File: config.mk
export PLATFORM = sky130hd
export DESIGN_NAME = serial_addsub
export DESIGN_NICKNAME = d
export VERILOG_FILES = /design/src/rtl/serial_addsub.sv
export SDC_FILE = /design/constraint.sdc
export NUM_CORES = 1
export LEC_CHECK = 0
export BUFFER_PORTS_ARGS = -buffer_cell sky130_fd_sc_hd__buf_2
export CAP_MARGIN = 20
export CORE_MARGIN = 2
export CORE_UTILIZATION = 32
export DETAILED_ROUTE_END_ITERATION = 10
export GPL_ROUTABILITY_DRIVEN = 1
export SYNTH_ARGS = -nofsm -noshare
export SYNTH_HDL_FRONTEND = slang
export SYNTH_SLANG_ARGS = --single-unit
export TNS_END_PERCENT = 10
File: constraint.sdc
create_clock -name clk -period 1.91 [get_ports clk]
set_input_delay 0.191 -clock clk [delete_from_list [all_inputs] [get_ports clk]]
set_output_delay 0.191 -clock clk [all_outputs]
set_load 0.01 [all_outputs]
File: src/rtl/serial_addsub.sv
// rtl/serial_addsub.sv - bit-serial adder/subtractor, one full-add/full-sub slice per clock, LSB first
module serial_addsub #(
    parameter int WIDTH = 8
) (
    input  logic             clk,
    input  logic             rst_n,
    input  logic             start,
    input  logic             mode,
    input  logic [WIDTH-1:0] a,
    input  logic [WIDTH-1:0] b,
    output logic             busy,
    output logic             done,
    output logic [WIDTH-1:0] result,
    output logic             cout,
    output logic             ovf
);
    localparam int CW = $clog2(WIDTH) + 1;

    typedef enum logic [1:0] {IDLE, RUN, DONE} state_t;

    state_t           state;
    logic [WIDTH-1:0] sa;
    logic [WIDTH-1:0] sb;
    logic [WIDTH-2:0] acc;
    logic             c;
    logic             mode_r;
    logic [CW-1:0]    count;
    logic             s;
    logic             c_next;

    // One slice: sum/difference bit is identical; only carry vs borrow differs.
    always_comb begin
        s = sa[0] ^ sb[0] ^ c;
        if (mode_r)
            c_next = (~sa[0] & sb[0]) | (~(sa[0] ^ sb[0]) & c);
        else
            c_next = (sa[0] & sb[0]) | ((sa[0] ^ sb[0]) & c);
    end

    always_ff @(posedge clk or negedge rst_n) begin
        if (!rst_n) begin
            state  <= IDLE;
            sa     <= '0;
            sb     <= '0;
            acc    <= '0;
            c      <= 1'b0;
            mode_r <= 1'b0;
            count  <= '0;
            busy   <= 1'b0;
            done   <= 1'b0;
            result <= '0;
            cout   <= 1'b0;
            ovf    <= 1'b0;
        end else begin
            done <= 1'b0;
            case (state)
                IDLE, DONE: begin
                    if (start) begin
                        sa     <= a;
                        sb     <= b;
                        mode_r <= mode;
                        c      <= 1'b0;
                        count  <= '0;
                        busy   <= 1'b1;
                        state  <= RUN;
                    end else begin
                        state <= IDLE;
                    end
                end
                RUN: begin
                    sa    <= sa >> 1;
                    sb    <= sb >> 1;
                    // acc keeps the low WIDTH-1 result bits; the MSB comes straight from the slice.
                    acc   <= (WIDTH-1)'({s, acc} >> 1);
                    c     <= c_next;
                    count <= count + 1'b1;
                    if (count == CW'(WIDTH - 1)) begin
                        state  <= DONE;
                        busy   <= 1'b0;
                        done   <= 1'b1;
                        result <= {s, acc};
                        cout   <= c_next;
                        ovf    <= c ^ c_next;
                    end
                end
                default: state <= IDLE;
            endcase
        end
    end
endmodule
==> metrics.yaml <==
run_status: "completed"
layout.filler_cells: 535
total_power_mw: 3.81
clock_pin_slew_on_the_worst_setup_and_hold_paths_ns: 0.09
gp_congestion: 0.675
use_met3_pct: 3.86
avgSynthCellArea_um2: 13.9
slew_worst_pin_ns: 0.659
wire_per_inst_um: 14.6
hold_path_class: "input pin to register"
synth-seq-cells: 43
max_slew_margin_vs_limit_pct: 56.0
timing.critical_path.required_ns: 2.15
power.density_cell_area_nw_per_um2: 1750
finish.net_count: 188
detail_route.drc_violations: 0
yosysWarnings: 0
power_frac_clock_pct: 22.0
tritoncts: "built"
drt_iter0_drc: 52
post_synth_instance_area_um2: 1800
globalRouteTotalUtil_pct: 12.4
synth.distinct_cells: 24
clock_skew_ns: 0.0114
ir_worst_vdd_v: 0.000522
combinational_group_share_of_total_power_pct: 36.5
starting_density_pct: 32.8
internal_cell_power_mw: 2.60
period_needed_ns: 1.69
die_h_um: 78.9
grt_use_met1_pct: 14.6
setup_repair_after_global_routing_missed_its_margin: "no"
power_switching_mw: 1.21
setup_total_negative_slack_ns: 0
grt_pass1_wl_um: 5890
setup_viol: 0
io_pins: 32
final_cell_mix: "sky130_fd_sc_hd__dfrtp_1, sky130_fd_sc_hd__buf_2, sky130_fd_sc_hd__mux2_2, sky130_fd_sc_hd__a22o_1, sky130_fd_sc_hd__a21o_1"
final_area_um2: 2180
worstSetupStartpointType: "register"
p_seq_share_pct: 41.5
net_count_of_the_mapped_netlist: 152
power.leakage_nw: 1.10
globalRoute.busiestLayer: "met2"
crit_path_max_fanout: 32
grt_pass1_vias: 1259
post_cts_resized: 0
clkLatencyLatePin_ns: 0.30
grt_use_met2_pct: 20.7
cp.arrival_ns: 1.92
layout_commonest_cell: "sky130_fd_sc_hd__dfrtp_1"
antenna_cells: 0
worstSetupEndpointType: "register"
drt-total-wl_um: 3480
fp-row-count: 27
cts_made_buffers: 5
ant_nets: 0
sw_frac_of_total_pct: 31.8
route.vias.total: 1142
ratio_of_routed_vias_to_standard_cells: 4.80
antenna_found_initial: 0
cap_viol_max_count: 0
grt_max_degree: 44
finalHoldViolations: 0
firstDrtPassIters: 4
synthCells: 129
floorplan.die_area_um2: 6230
cts_htree_levels: 2
cts_sinks: 43
numPortBuffers: 31
dp_hpwl_um: 2410
critPathKind: "register to register"
fin_worst_hold_slack_ns: 0.0825
overflow: 0
final_util_pct: 39.8
cts_root_buffer: "sky130_fd_sc_hd__clkbuf_8"
syn2layout_area_growth_pct: 21.4
cts_setup_buffers: 0
final_report_max_slew_violation_count: 0
fmax_mhz: 592
proportion_of_layout_cells_with_a_drive_suffix_above_1_pct: 39.2
coreArea_um2: 5470
die_w_um: 78.9
place_area_um2: 2030
clk_path_buf_depth: 2
final.period_utilization_pct: 88.4
seq_total_area_yosys_pct: 59.9
state kept, by name, indices dropped and copies added, names as in the netlist, 2 cells and up:
name	count
result	8
sa	8
sb	8
acc	7
count	4
state	2
layer usage:
layer / vias to the layer above / routed length, µm
met5: - / 0
met4: 0 / 80
met3: 9 / 168
met2: 32 / 1720
met1: 571 / 1510
li1: 530 / -
final timing paths:
check                         start  depth (start not counted)  slack, ns   endpoint
max in group asynchronous     rst_n                          3       1.04        ovf
hold / removal                 mode                          3       0.08     mode_r
min in group asynchronous     rst_n                          3       0.49  result[4]
setup reg to reg           state[0]                          4       0.22   count[0]
setup / recovery           state[0]                          4       0.22   count[0]
hold reg to reg               sb[1]                          1       0.48      sb[1]
synthesized netlist by cell type:
master,instances,share of area (%)
sky130_fd_sc_hd__nor3_1,2,0.56
sky130_fd_sc_hd__clkbuf_1,1,0.21
sky130_fd_sc_hd__nor3b_1,1,0.42
sky130_fd_sc_hd__inv_1,3,0.63
sky130_fd_sc_hd__dfrtp_1,43,60
sky130_fd_sc_hd__mux2i_1,3,1.7
sky130_fd_sc_hd__mux2_2,18,11
sky130_fd_sc_hd__nor2b_1,3,1.0
sky130_fd_sc_hd__nand4_1,1,0.35
sky130_fd_sc_hd__fa_1,2,2.2
sky130_fd_sc_hd__nand2b_1,1,0.35
sky130_fd_sc_hd__a22o_1,17,8.3
sky130_fd_sc_hd__a21o_1,12,5.0
sky130_fd_sc_hd__buf_2,5,1.4
sky130_fd_sc_hd__nor2_1,2,0.42
sky130_fd_sc_hd__a221o_1,2,1.1
sky130_fd_sc_hd__nand2_1,6,1.3
sky130_fd_sc_hd__nor3b_4,1,1.0
sky130_fd_sc_hd__buf_4,1,0.42
sky130_fd_sc_hd__ha_1,1,0.70
sky130_fd_sc_hd__buf_6,1,0.63
sky130_fd_sc_hd__o21ai_0,1,0.28
sky130_fd_sc_hd__xnor2_1,1,0.49
sky130_fd_sc_hd__nor2_2,1,0.35
area by class of cell:
cell class	count	area, µm²	share of cell area (%)
sequential	43	1080	49.3
inverter	3	11.3	0.516
multi-input combinational	75	664	30.5
clock buffer	5	68.8	3.16
tap	72	90.1	4.13
clock inverter	3	67.6	3.10
timing repair buffer	37	203	9.29
kinds of logic (layout without fill, tap and decap cells):
family	after synthesis	after routing	synth area share, %
AOI/OAI and AO/OA	32	32	14.7
xor gates and xnor gates	1	1	0.488
DFF	43	43	59.9
adders and majority gates	3	3	2.92
muxes	21	21	13.0
and+or+nand+nor	18	18	5.78
buffers and inverters	11	48	3.27
power by group through the flow:
stage,clock (mW),sequential (mW),combinational (mW)
2_1_floorplan,0,1.58,1.03
3_3_place_gp,0,1.57,1.35
3_5_place_dp,0,1.61,1.42
4_1_cts,0.859,1.59,1.42
5_1_grt,0.904,1.63,1.55
6_report,0.837,1.58,1.39
worst max-delay path, stage by stage (launching register included):
cell and delay (ns):
sky130_fd_sc_hd__dfrtp_1 0.39, sky130_fd_sc_hd__nor2b_2 0.16, sky130_fd_sc_hd__buf_4 0.24, sky130_fd_sc_hd__nor2_2 0.57
sky130_fd_sc_hd__mux2_2 0.27
what timing repair did:
action,CTS,global route
endpoints found under the setup margin,0,0
hold endpoints to repair,43,0
hold buffers,1,0
through the flow:
step	instances	setup WS, ns
after global routing	238	0.100
after detailed placement	229	0.222
after CTS	238	0.197
after floorplan	129	0.429
after global placement	229	0.306
final	238	0.222
(Power assumes the default switching activity.)
